File: src/rtl/vending_fsm_multi_if.sv
// Coin-acceptor / dispenser bus for vending_fsm_multi.
// The master drives coins and customer/operator requests; the slave is the FSM.
interface vending_fsm_multi_if #(
  parameter int unsigned CREDIT_W = 8,
  parameter int unsigned STOCK_W  = 4
);
  logic                coin_valid;
  logic [1:0]          coin_val;
  logic                cancel;
  logic                restock;
  logic                vend;
  logic                change_valid;
  logic [1:0]          change_coin;
  logic                coin_reject;
  logic [CREDIT_W-1:0] credit;
  logic [STOCK_W-1:0]  stock;
  logic                sold_out;
  logic                busy;

  modport master (
    output coin_valid, coin_val, cancel, restock,
    input  vend, change_valid, change_coin, coin_reject, credit, stock, sold_out, busy
  );

  modport slave (
    input  coin_valid, coin_val, cancel, restock,
    output vend, change_valid, change_coin, coin_reject, credit, stock, sold_out, busy
  );
endinterface

File: src/rtl/vending_fsm_multi.sv
// Multi-coin vending FSM: accumulates 5/10/20 credit, vends at PRICE and pays change or
// refunds one coin per cycle, largest first. Every output is registered.
module vending_fsm_multi #(
  parameter int unsigned PRICE      = 15,
  parameter int unsigned CREDIT_W   = 8,
  parameter int unsigned STOCK_W    = 4,
  parameter int unsigned STOCK_INIT = 10
) (
  input  logic                       clk,
  input  logic                       rst_n,
  vending_fsm_multi_if.slave         vend_bus
);

  if (PRICE == 0 || (PRICE % 5) != 0) begin : g_price_chk
    $error("PRICE must be a non-zero multiple of 5");
  end
  if ((64'd1 << CREDIT_W) <= 64'(PRICE + 15)) begin : g_credit_chk
    $error("CREDIT_W too narrow for PRICE + 15");
  end
  if ((64'd1 << STOCK_W) <= 64'(STOCK_INIT)) begin : g_stock_chk
    $error("STOCK_INIT does not fit in STOCK_W bits");
  end

  localparam logic [CREDIT_W-1:0] PRICE_C = CREDIT_W'(PRICE);
  localparam logic [CREDIT_W-1:0] TEN_C   = CREDIT_W'(10);
  localparam logic [CREDIT_W-1:0] FIVE_C  = CREDIT_W'(5);

  typedef enum logic [2:0] {StIdle, StCollect, StVend, StChange, StRefund} state_e;

  state_e              r_state, w_state_d;
  logic [CREDIT_W-1:0] r_credit, w_credit_d;
  logic [STOCK_W-1:0]  r_stock, w_stock_d;
  logic                r_vend, r_change_valid, r_coin_reject, r_sold_out, r_busy;
  logic [1:0]          r_change_coin;

  logic                w_coin_present, w_accept, w_pay_d;
  logic [CREDIT_W-1:0] w_coin_amt, w_change_amt;

  always_comb begin
    w_state_d      = r_state;
    w_credit_d     = r_credit;
    w_stock_d      = r_stock;
    w_coin_present = vend_bus.coin_valid && (vend_bus.coin_val != 2'b00);
    w_accept       = w_coin_present && !r_sold_out && !vend_bus.cancel &&
                     ((r_state == StIdle) || (r_state == StCollect));
    w_change_amt   = (r_credit >= TEN_C) ? TEN_C : FIVE_C;

    case (vend_bus.coin_val)
      2'b01:   w_coin_amt = FIVE_C;
      2'b10:   w_coin_amt = TEN_C;
      2'b11:   w_coin_amt = CREDIT_W'(20);
      default: w_coin_amt = '0;
    endcase

    unique case (r_state)
      StIdle, StCollect: begin
        if (r_state == StCollect && vend_bus.cancel) begin
          w_state_d = StRefund;
        end else if (w_accept) begin
          w_credit_d = r_credit + w_coin_amt;
          w_state_d  = (w_credit_d >= PRICE_C) ? StVend : StCollect;
        end
        if (r_state == StIdle && vend_bus.restock) begin
          w_stock_d = STOCK_W'(STOCK_INIT);
        end
      end
      StVend: begin
        w_credit_d = r_credit - PRICE_C;
        if (r_stock != '0) w_stock_d = r_stock - STOCK_W'(1);
        w_state_d  = (w_credit_d != '0) ? StChange : StIdle;
      end
      StChange, StRefund: begin
        w_credit_d = r_credit - w_change_amt;
        if (w_credit_d == '0) w_state_d = StIdle;
      end
      default: w_state_d = StIdle;
    endcase

    w_pay_d = (w_state_d == StChange) || (w_state_d == StRefund);
  end

  // Outputs are decoded from next-state values so they line up with the registered state.
  always_ff @(posedge clk or negedge rst_n) begin
    if (!rst_n) begin
      r_state        <= StIdle;
      r_credit       <= '0;
      r_stock        <= STOCK_W'(STOCK_INIT);
      r_vend         <= 1'b0;
      r_change_valid <= 1'b0;
      r_change_coin  <= 2'b00;
      r_coin_reject  <= 1'b0;
      r_sold_out     <= (STOCK_INIT == 0);
      r_busy         <= 1'b0;
    end else begin
      r_state        <= w_state_d;
      r_credit       <= w_credit_d;
      r_stock        <= w_stock_d;
      r_vend         <= (w_state_d == StVend);
      r_change_valid <= w_pay_d;
      r_change_coin  <= !w_pay_d ? 2'b00 : ((w_credit_d >= TEN_C) ? 2'b10 : 2'b01);
      r_coin_reject  <= w_coin_present && !w_accept;
      r_sold_out     <= (w_stock_d == '0);
      r_busy         <= (w_state_d == StVend) || w_pay_d;
    end
  end

  assign vend_bus.vend         = r_vend;
  assign vend_bus.change_valid = r_change_valid;
  assign vend_bus.change_coin  = r_change_coin;
  assign vend_bus.coin_reject  = r_coin_reject;
  assign vend_bus.credit       = r_credit;
  assign vend_bus.stock        = r_stock;
  assign vend_bus.sold_out     = r_sold_out;
  assign vend_bus.busy         = r_busy;

endmodule

File: src/flat_wrapper.sv
// flat-port wrapper written by rule: the top's interface ports become plain ports
module vending_fsm_multi_flat 
#(
  parameter int unsigned PRICE      = 15,
  parameter int unsigned CREDIT_W   = 8,
  parameter int unsigned STOCK_W    = 4,
  parameter int unsigned STOCK_INIT = 10
)
  (clk, rst_n, vend_bus_coin_valid, vend_bus_coin_val, vend_bus_cancel, vend_bus_restock, vend_bus_vend, vend_bus_change_valid, vend_bus_change_coin, vend_bus_coin_reject, vend_bus_credit, vend_bus_stock, vend_bus_sold_out, vend_bus_busy);
  vending_fsm_multi_if #(.CREDIT_W(CREDIT_W), .STOCK_W(STOCK_W)) vend_bus_i ();
  input  logic clk;
  input  logic rst_n;
  input wire logic [$bits(vend_bus_i.coin_valid)-1:0] vend_bus_coin_valid;
  input wire logic [$bits(vend_bus_i.coin_val)-1:0] vend_bus_coin_val;
  input wire logic [$bits(vend_bus_i.cancel)-1:0] vend_bus_cancel;
  input wire logic [$bits(vend_bus_i.restock)-1:0] vend_bus_restock;
  output wire logic [$bits(vend_bus_i.vend)-1:0] vend_bus_vend;
  output wire logic [$bits(vend_bus_i.change_valid)-1:0] vend_bus_change_valid;
  output wire logic [$bits(vend_bus_i.change_coin)-1:0] vend_bus_change_coin;
  output wire logic [$bits(vend_bus_i.coin_reject)-1:0] vend_bus_coin_reject;
  output wire logic [$bits(vend_bus_i.credit)-1:0] vend_bus_credit;
  output wire logic [$bits(vend_bus_i.stock)-1:0] vend_bus_stock;
  output wire logic [$bits(vend_bus_i.sold_out)-1:0] vend_bus_sold_out;
  output wire logic [$bits(vend_bus_i.busy)-1:0] vend_bus_busy;
  assign vend_bus_i.coin_valid = vend_bus_coin_valid;
  assign vend_bus_i.coin_val = vend_bus_coin_val;
  assign vend_bus_i.cancel = vend_bus_cancel;
  assign vend_bus_i.restock = vend_bus_restock;
  assign vend_bus_vend = vend_bus_i.vend;
  assign vend_bus_change_valid = vend_bus_i.change_valid;
  assign vend_bus_change_coin = vend_bus_i.change_coin;
  assign vend_bus_coin_reject = vend_bus_i.coin_reject;
  assign vend_bus_credit = vend_bus_i.credit;
  assign vend_bus_stock = vend_bus_i.stock;
  assign vend_bus_sold_out = vend_bus_i.sold_out;
  assign vend_bus_busy = vend_bus_i.busy;
  vending_fsm_multi #(.PRICE(PRICE), .CREDIT_W(CREDIT_W), .STOCK_W(STOCK_W), .STOCK_INIT(STOCK_INIT)) u_core (.clk(clk), .rst_n(rst_n), .vend_bus(vend_bus_i));
endmodule
File: config.mk
export PLATFORM = sky130hd
export DESIGN_NAME = vending_fsm_multi_flat
export DESIGN_NICKNAME = d
export VERILOG_FILES = /design/src/rtl/vending_fsm_multi_if.sv /design/src/rtl/vending_fsm_multi.sv /design/src/flat_wrapper.sv
export SDC_FILE = /design/constraint.sdc
export NUM_CORES = 1
export LEC_CHECK = 0
export ABC_AREA = 0
export CORE_ASPECT_RATIO = 0.7
export CORE_UTILIZATION = 50
export DETAILED_ROUTE_END_ITERATION = 8
export GPL_ROUTABILITY_DRIVEN = 0
export PLACE_DENSITY_LB_ADDON = 0.3
export RECOVER_POWER = 50
export SYNTH_ARGS = -nofsm -noshare
export SYNTH_HDL_FRONTEND = slang
export SYNTH_SLANG_ARGS = --single-unit
File: constraint.sdc
create_clock -name clk -period 3.5 [get_ports clk]
set_input_delay 0.35 -clock clk [delete_from_list [all_inputs] [get_ports clk]]
set_output_delay 0.35 -clock clk [all_outputs]
set_load 0.02 [all_outputs]
## Word-level counts from Yosys, hierarchy flattened

Index checks and enable logic that the tools add are counted.

| word-level totals | value |
|---|---|
| bits of input ports | 7 |
| word-level logic and storage cells | 63 |
| output and inout bits | 19 |
| bits in registers | 22 |

| cells by class | value |
|---|---|
| equality and inequality tests | 10 |
| $lt $le $gt $ge | 3 |
| multiplexer cells | 16 |
| reductions and logical operators | 21 |
| add/subtract/negate cells | 4 |

Operators by type and width:

| operator | number |
|---|---|
| >= comparator 8 x 4 -> 1 bit (second input constant) | 3 |
| case mux 8 bit (3 select lines) | 1 |
| 2-to-1 mux 8 bit | 2 |
| case mux 5 bit (3 select lines) | 1 |
| == test 3 x 2 -> 1 bit (second input constant) | 4 |
| 2-to-1 mux 4 bit | 3 |
| 2-to-1 mux 3 bit | 3 |
| case mux 3 bit (3 select lines) | 1 |
| adder 8 x 5 -> 8 bit | 1 |
| logical NOT 8 bit | 1 |
| 2-to-1 mux 2 bit | 4 |
| case mux 4 bit (2 select lines) | 1 |
| nonzero test 8 bit | 1 |
| subtractor 8 x 4 -> 8 bit (second input constant) | 1 |
| subtractor 8 bit | 1 |
| logical AND 1 bit | 7 |
| == test 3 bit (second input constant) | 2 |
| == test 2 bit (second input constant) | 2 |
| logical NOT 4 bit | 1 |
| nonzero test 4 bit | 1 |
| OR reduction 2 bit | 2 |
| subtractor 4 x 1 -> 4 bit (second input constant) | 1 |
| == test 3 x 1 -> 1 bit (second input constant) | 1 |
| logical NOT 1 bit | 3 |
| other kinds (4) | 6 |

## Logic depth before layout (Yosys ltp)

Gate-level depths: netlist (run 1).

| depth | value |
|---|---|
| depth in word-level cells | 11 |
| mapped depth | 14 |
| gate-level depth less buffers | 14 |

## Worst setup path before layout (run 1)

Ideal clock, no wire load.

| timing | value |
|---|---|
| path kind | flip-flop to flip-flop |
| start | register u_core.r_credit[6] (netlist: u_core.vend_bus.credit[6]) |
| end | register u_core.r_change_coin[1] (netlist: u_core.vend_bus.change_coin[1]) |
| setup time | 0.121 ns |
| data required time | 3.379 ns |
| arrival | 3.346 ns |
| period minus slack after synthesis | 3.467 ns |
| setup slack | 0.033 ns |
| stages on the path, launching flop included | 14 |
| buffers on the path | 1 |
| cells stage by stage | dfrtp_1 -> buf_6 -> or3_4 -> nor2_1 -> nand2_1 -> inv_1 -> ha_1 -> nor2b_1 -> o31ai_2 -> nand2_1 -> a221oi_1 -> o21ai_1 -> or4_1 -> o22a_1 |

| on the way | value |
|---|---|
| elaborated cells on any way between the ends | 23 |
| classes of those cells | add/sub: 3; order compare: 3; eq/ne: 2; mux: 12; reduce/logical: 3 |

RTL lines:

| item | line | source |
|---|---|---|
| start: declaration | vending_fsm_multi.sv:31 | `logic [CREDIT_W-1:0] r_credit, w_credit_d;` |
| start signal: assignment | vending_fsm_multi.sv:96 | `r_credit <= w_credit_d;` |
| >= comparator 8 x 4 -> 1 bit or adder 8 x 5 -> 8 bit (tied branches) | vending_fsm_multi.sv:46, vending_fsm_multi.sv:60 |  |
| 2-to-1 mux 4 bit or 2-to-1 mux 8 bit (tied branches) | vending_fsm_multi.sv:46, vending_fsm_multi.sv:59 |  |
| subtractor 8 bit or 2-to-1 mux 8 bit (tied branches) | vending_fsm_multi.sv:73, vending_fsm_multi.sv:57 |  |
| case mux 8 bit (3 select lines) (*) | vending_fsm_multi.sv:55 | `unique case (r_state)` |
| net u_core.w_credit_d[7] | vending_fsm_multi.sv:31 |  |
| >= comparator 8 x 4 -> 1 bit (*) | vending_fsm_multi.sv:100 | `r_change_coin <= !w_pay_d ? 2'b00 : ((w_credit_d >= TEN_C) ? 2'b10 : 2'b01);` |
| 2-to-1 mux 2 bit (*) (2 in series) | vending_fsm_multi.sv:100 |  |
| end signal: assignment | vending_fsm_multi.sv:100 |  |
| end: declaration | vending_fsm_multi.sv:34 | `logic [1:0] r_change_coin;` |

The timed path passes the listed nets; every way through them passes the cells marked *.

## Worst setup path after layout (run 1)

| timing | value |
|---|---|
| start | register u_core.r_credit[6] (netlist: u_core.vend_bus.credit[6]) |
| end | register u_core.r_change_coin[1] (netlist: u_core.vend_bus.change_coin[1]) |

| on the way | value |
|---|---|
| cells in the longest elaborated chain, start to end | 9 |
| elaborated cells on any way between the ends | 23 |
| classes of those cells | add/sub: 3; order compare: 3; eq/ne: 2; mux: 12; reduce/logical: 3 |

Ends and longest elaborated chain:

| item | line | source |
|---|---|---|
| >= comparator 8 x 4 -> 1 bit | vending_fsm_multi.sv:46 | `w_change_amt = (r_credit >= TEN_C) ? TEN_C : FIVE_C;` |
| 2-to-1 mux 4 bit | vending_fsm_multi.sv:46 |  |
| subtractor 8 bit (*) | vending_fsm_multi.sv:73 | `w_credit_d = r_credit - w_change_amt;` |
| logical NOT 8 bit (*) | vending_fsm_multi.sv:74 | `if (w_credit_d == '0) w_state_d = StIdle;` |
| 2-to-1 mux 3 bit (*) | vending_fsm_multi.sv:74 |  |
| case mux 3 bit (3 select lines) (*) | vending_fsm_multi.sv:55 |  |
| net u_core.w_state_d[2] | vending_fsm_multi.sv:30 | `state_e r_state, w_state_d;` |
| == test 3 x 2 -> 1 bit or == test 3 bit (tied branches) | vending_fsm_multi.sv:79 | `w_pay_d = (w_state_d == StChange) \|\| (w_state_d == StRefund);` |
| logical OR 1 bit (*) | vending_fsm_multi.sv:79 |  |
| 2-to-1 mux 2 bit (*) | vending_fsm_multi.sv:100 |  |

Marked as above.

==> results of run 1 <==
## flip-flops by register name, indices dropped and copies added (netlist names)
name / count
u_core.vend_bus.credit: 8
u_core.vend_bus.stock: 4
u_core.r_state: 3
u_core.vend_bus.change_coin: 2
u_core.vend_bus.busy: 1
u_core.vend_bus.change_valid: 1
u_core.vend_bus.coin_reject: 1
u_core.vend_bus.sold_out: 1
u_core.vend_bus.vend: 1
## power by group through the flow
stage | Combinational, mW | Clock (mW) | Sequential, mW
2_1_floorplan | 0.0277 | 0 | 0.261
3_3_place_gp | 0.0501 | 0 | 0.260
3_5_place_dp | 0.0501 | 0 | 0.260
4_1_cts | 0.0510 | 0.242 | 0.255
5_1_grt | 0.0570 | 0.253 | 0.255
6_report | 0.0508 | 0.238 | 0.255
## stage by stage
step | std cells | worst slack (ps) | total power [mW] | hold WS [ps]
4_1_cts | 306 | 10.8 | 0.547 | 580
3_5_place_dp | 302 | 16.4 | 0.310 | 557
6_report | 306 | 145 | 0.543 | 581
2_1_floorplan | 222 | 32.8 | 0.289 | 54.4
3_3_place_gp | 302 | 107 | 0.310 | 556
5_1_grt | 306 | -18.3 | 0.565 | 618
## routing by layer
layer  up-vias  GRT usage [%]  part of all wire (%)
li1        905              -                     -
met1       900           38.1                    47
met2        96           43.2                    42
met3        15           6.27                   7.7
met4         0           9.94                   2.7
met5         -              0                     0
## what timing repair did
| item | 4_1_cts | 5_1_grt |
|---|---|---|
| endpoints found under the hold margin | 0 | 0 |
| hold buffers | 0 | 0 |
| resized for setup | 1 | 10 |
| setup endpoints to repair | 1 | 5 |
| pin swaps | 0 | 1 |
## path summary, 6_finish.rpt
path                                      startpoint  depth (start not counted)  slack, ps                              to
min reg2reg                 u_core.vend_bus.stock[0]                          1        580        u_core.vend_bus.stock[0]
min                         u_core.vend_bus.stock[0]                          1        580        u_core.vend_bus.stock[0]
max in group asynchronous                      rst_n                          1       2220               u_core.r_state[1]
max reg2reg                u_core.vend_bus.credit[6]                         13        140  u_core.vend_bus.change_coin[1]
max                        u_core.vend_bus.credit[6]                         13        140  u_core.vend_bus.change_coin[1]
min in group asynchronous                      rst_n                          1        680        u_core.vend_bus.stock[0]
## cell usage in the layout, fill, tap and decap left out, types with 3 or more instances in the layout
| cell type | netlist | layout |
|---|---|---|
| dfrtp_1 | 20 | 20 |
| nand2_1 | 18 | 17 |
| clkdlybuf4s50_1 | 0 | 17 |
| nor2_1 | 16 | 15 |
| a21oi_1 | 15 | 14 |
| buf_4 | 0 | 13 |
| ha_1 | 12 | 12 |
| o21ai_0 | 10 | 10 |
| inv_1 | 11 | 9 |
| o211ai_1 | 8 | 8 |
| dlygate4sd3_1 | 0 | 8 |
| nand3_1 | 7 | 7 |
| xor2_1 | 7 | 7 |
| nand4_1 | 6 | 6 |
| and3_1 | 5 | 5 |
| a21o_1 | 4 | 4 |
| nor3_1 | 5 | 4 |
| xnor2_1 | 4 | 4 |
| nor2b_1 | 3 | 3 |
| o21ai_1 | 3 | 3 |
| a22o_1 | 3 | 3 |
| nand2b_1 | 3 | 3 |
| o2111ai_1 | 3 | 3 |
| clkbuf_8 | 0 | 3 |
## final cells by class
cell class                      count  area [µm²]
Clock buffer                        3        41.3
Clock inverter                      1        30.0
Fill cell                         296        1190
Inverter                           11        41.3
Multi-Input combinational cell    181        1340
Sequential cell                    22         553
Tap cell                           50        62.6
Timing Repair Buffer               38         348
## cells by family after synthesis
| kind of cell | Yosys count | share of synthesized area, % |
|---|---|---|
| xor gates and xnor gates | 11 | 4.99 |
| muxes | 2 | 1.04 |
| adders and majority gates | 14 | 9.84 |
| DFF | 22 | 28.6 |
| AOI/OAI and AO/OA | 74 | 28.2 |
| and+or+nand+nor | 80 | 22.8 |
| buffers and inverters | 19 | 4.53 |
==> impl_metrics.tcl, run 1 <==
set metrics [dict create \
    status "finished clean" \
    grt_max_degree 23 \
    ant_nets 0 \
    path_cells "or3_4, nor2_4, nand2_2, inv_2, ha_1, nor2b_1, o21ai_0, or3b_4, a2111oi_4, buf_4, a21oi_1, or2_2, o22a_1" \
    slew_headroom_pct 34.8 \
    synth_edf_count 0 \
    synth-seq-cells 22 \
    cp.arrival_ps 3510 \
    synth_area_um2 1930 \
    synthCells 222 \
    seqPwrFrac_pct 46.9 \
    cap_violations 0 \
    cp_slowest_cell "or3_4" \
    die_h_um 54.0 \
    crit_fanout 3 \
    critPathRequiredTime_ps 3650 \
    ir_worst_vdd_v 0.000223 \
    setup_viol 0 \
    layout-drive-gt1-share_pct 16.0 \
    clock.fmax_mhz 298 \
    syn_nets 243 \
    internal-power_mw 0.429 \
    fin_setup_tns_ps 0 \
    worst-path-buf-inv 2 \
    hold_class "reg2reg" \
    cp_top_family "simple AND/OR/NAND/NOR gates" \
    yosys.area.top_type "dfrtp_1" \
    place_area_um2 2300 \
    n_antenna_cell 0 \
    design_area_um2 2410 \
    swShare_pct 21.0 \
    wl_um 5360 \
    die_w_um 76.3 \
    crit_path_start_kind "flip-flop" \
    clkTransAtPathRegs_ps 80 \
    grt_pass1_vias 1685 \
    synth_top_cell_area_share_pct 25.9 \
    drcViolationCount 0 \
    drt-initial-drc-count 248 \
    ctsHtreeMaxLevel 1 \
    post_cts_buffers 0 \
    clkLatencyLatePin_ps 270 \
    grt_pass1_wl_um 8510 \
    hold_viol_final 0 \
    grt_overflow 0 \
    vias 1916 \
    min_period_ps 3360 \
    dr.pass1.iters 5 \
    syn_area_per_cell_um2 8.70 \
    initial_core_util_pct 53.6 \
    worstSetupEndpointType "flip-flop" \
    cts_root_buf "clkbuf_8" \
    power.density_nw_per_um2 225 \
    nNetsFinal 278 \
    clock_sinks 22 \
    cts_tree "done" \
    dpl.hpwl_um 4020 \
    grt_use_total_pct 27.7 \
    dieArea_um2 4120 \
    antenna_found_initial 0 \
    ys_async_sr_fraction_pct 100 \
    ios 26 \
    wire_per_inst_um 17.5 \
    fin_skew_ps 10.3 \
    numCtsBuffers 3 \
    p_sw_mw 0.114 \
    synth_common_cells "dfrtp_1, nand2_1, nor2_1" \
    p_leak_nw 1.04 \
    synth_top_cells_by_area "dfrtp_1, ha_1, a21oi_1" \
    worst_pin_slew_ps 974 \
    vias_per_cell 6.26 \
    clk_path_buf_depth 2 \
    yosysSeqAreaShare_pct 28.6 \
    timing.final.crit_share_pct 95.9 \
    syn2layout_area_growth_pct 25.0 \
    cpPeakStageDelay_ps 430 \
    ys.flop_type "dfrtp_1" \
    rows 18 \
    critical_path_class "reg2reg" \
    portBuffers 25 \
    p_clk_share_pct 43.7 \
    synth.most_common_cell "dfrtp_1" \
    combinationalPowerShare_pct 9.4 \
    core_region_area_um2 3600 \
    ys_warn_count 0 \
    slew_viol_final 0 \
    synth_cell_types 61 \
    post-route-util_pct 67.0 \
]
Note: power is estimated with default switching activity, not from simulation.
==> run 2, diff against run 1 <==
--- a/config.mk
+++ b/config.mk
@@ -10,7 +10,7 @@
 export CORE_UTILIZATION = 50
 export DETAILED_ROUTE_END_ITERATION = 8
 export GPL_ROUTABILITY_DRIVEN = 0
-export PLACE_DENSITY_LB_ADDON = 0.3
+export PLACE_DENSITY = 0.77
 export RECOVER_POWER = 50
 export SYNTH_ARGS = -nofsm -noshare
 export SYNTH_HDL_FRONTEND = slang
==> run 2 against run 1 <==
- first-iteration DRC count shrank 21%
- non-clock buffer count unchanged
- cell count is the same
- wire length fell by 1.5%
- global-route usage fell by 1.3 points
==> impl_metrics.tcl, run 2 (synthesis gave the netlist of run 1 again) <==
set metrics [dict create \
    largest_reg_flops 8 \
    startpoint "u_core.vend_bus.credit[6]" \
    fillCellCount 296 \
    p_leak_nw 1.04 \
    cts_root_buf "clkbuf_8" \
    ant_nets 0 \
    regToRegEndpoint "u_core.vend_bus.change_coin[1]" \
    numCtsBuffers 3 \
    layout-drive-gt1-share_pct 15.2 \
    crit_fanout 3 \
    setup_viol 0 \
    clk_path_buf_depth 2 \
    min_period_ps 3380 \
    fin_setup_tns_ps 0 \
    post_cts_resized 0 \
    post_cts_buffers 0 \
    critical_path_class "reg2reg" \
    rr_startpoint "u_core.vend_bus.credit[6]" \
    ir_worst_vdd_v 0.000195 \
    timing.final.crit_share_pct 96.6 \
    critPathRequiredTime_ps 3660 \
    layout_commonest_cell "dfrtp_1" \
    clock_sinks 22 \
    grt_overflow 0 \
    antenna_found_initial 0 \
    top_layer_used "met4" \
    min_from "u_core.vend_bus.stock[1]" \
    hold_viol_final 0 \
    cts_tree "done" \
    die_h_um 54.0 \
    worst-r2r-cell-count 13 \
    drcViolationCount 0 \
    route.met3.wl_um 430 \
    fin_skew_ps 3.38 \
    nNetsFinal 278 \
    ios 26 \
    vias 1920 \
    total_power_mw 0.544 \
    initial_core_util_pct 53.6 \
    status "finished clean" \
    cp.arrival_ps 3540 \
    n_antenna_cell 0 \
    worst_pin_slew_ps 961 \
    vias_per_cell 6.27 \
    drt-initial-drc-count 197 \
    dieArea_um2 4120 \
    worstSetupEndpointType "flip-flop" \
    slew_headroom_pct 35.7 \
    portBuffers 25 \
    min_path_cells 2 \
    hold_buffers 0 \
    clkTransAtPathRegs_ps 80 \
    crit_path_start_kind "flip-flop" \
    wire_per_inst_um 17.3 \
    hold_end "u_core.vend_bus.stock[1]" \
    rows 18 \
    grt_max_degree 23 \
    clock.fmax_mhz 296 \
    grt_pass1_vias 1685 \
    wl_um 5280 \
    met2_length_um 2250 \
    core_region_area_um2 3600 \
    slew_viol_final 0 \
    hold_class "reg2reg" \
    cap_violations 0 \
    grt_pass1_wl_um 8230 \
    grt_use_total_pct 26.4 \
    layout_common_cells "dfrtp_1, clkdlybuf4s50_1, nand2_1" \
    die_w_um 76.3 \
    power.density_nw_per_um2 226 \
    syn2layout_area_growth_pct 24.7 \
    clkLatencyLatePin_ps 270 \
    dr.pass1.iters 4 \
    ctsHtreeMaxLevel 1 \
    reg2reg_slack_ps 120 \
    met1_length_um 2520 \
    dpl.hpwl_um 3930 \
]
run 2: changes by cell type in the layout (fill, tap and decap cells not counted), sizes merged:
cell           delta
clkdlybuf4s50     +1
dlygate4sd3       -1
run 2: cell type report:
type | count | area (µm²) | share of cell area, %
Timing Repair Buffer | 38 | 348 | 14.4
Tap cell | 50 | 62.6 | 2.60
Clock inverter | 1 | 30.0 | 1.25
Sequential cell | 22 | 553 | 22.9
Multi-Input combinational cell | 181 | 1330 | 55.3
Inverter | 11 | 41.3 | 1.71
Clock buffer | 3 | 41.3 | 1.71
run 2: worst max-delay path by stage:
stage / to / slack, ps / depth (start not counted)
finish: u_core.vend_bus.change_coin[1] / 120 / 13
global route: u_core.vend_bus.change_coin[1] / -20 / 13
CTS: u_core.vend_bus.change_coin[1] / 30 / 13
detailed placement: u_core.vend_bus.change_coin[1] / 50 / 10
global placement: u_core.vend_bus.change_coin[1] / 100 / 10
floorplan: u_core.vend_bus.change_coin[1] / 30 / 13
run 2: per-layer routing:
layer / GRT usage (%) / up-vias
li1: - / 908
met1: 38.0 / 926
met3: 5.08 / 7
met4: 6.09 / 0
met2: 41.0 / 79
met5: 0 / -
run 2: critical path: stages (launching register included):
cell and delay, ps:
dfrtp_1 380, or3_4 430, nor2_4 140, nand2_2 100
inv_2 100, ha_1 220, nor2b_1 160, o21ai_0 150
or3b_4 430, a2111oi_4 360, buf_4 180, a21oi_1 90
or2_2 320, o22a_1 200
run 2: per-stage QoR:
| step | worst slack [ps] | hold WS [ps] | instance area, µm² | instances | utilization, % |
|---|---|---|---|---|---|
| 6_report | 120 | 597 | 2410 | 306 | 66.9 |
| 5_1_grt | -20.5 | 645 | 2410 | 306 | 66.9 |
| 4_1_cts | 26.1 | 599 | 2370 | 306 | 65.7 |
| 3_5_place_dp | 50.4 | 584 | 2300 | 302 | 63.7 |
| 3_3_place_gp | 102 | 568 | 2300 | 302 | 63.7 |
| 2_1_floorplan | 32.8 | 54.4 | 1930 | 222 | - |
run 2: power by group:
| group | switching, mW | internal (mW) | total [mW] |
|---|---|---|---|
| logic | 0.0296 | 0.0216 | 0.0512 |
| clock network | 0.0851 | 0.153 | 0.238 |
| registers | 0.000125 | 0.255 | 0.255 |
| total | 0.115 | 0.429 | 0.544 |
==> run 3, diff against run 2 <==
--- a/config.mk
+++ b/config.mk
@@ -8,6 +8,7 @@
 export ABC_AREA = 0
 export CORE_ASPECT_RATIO = 0.7
 export CORE_UTILIZATION = 50
+export CTS_CLUSTER_DIAMETER = 120
 export DETAILED_ROUTE_END_ITERATION = 8
 export GPL_ROUTABILITY_DRIVEN = 0
 export PLACE_DENSITY = 0.77
==> results of run 3 <==
Same layout as run 2: the final DEF is identical, and so are final timing and power.
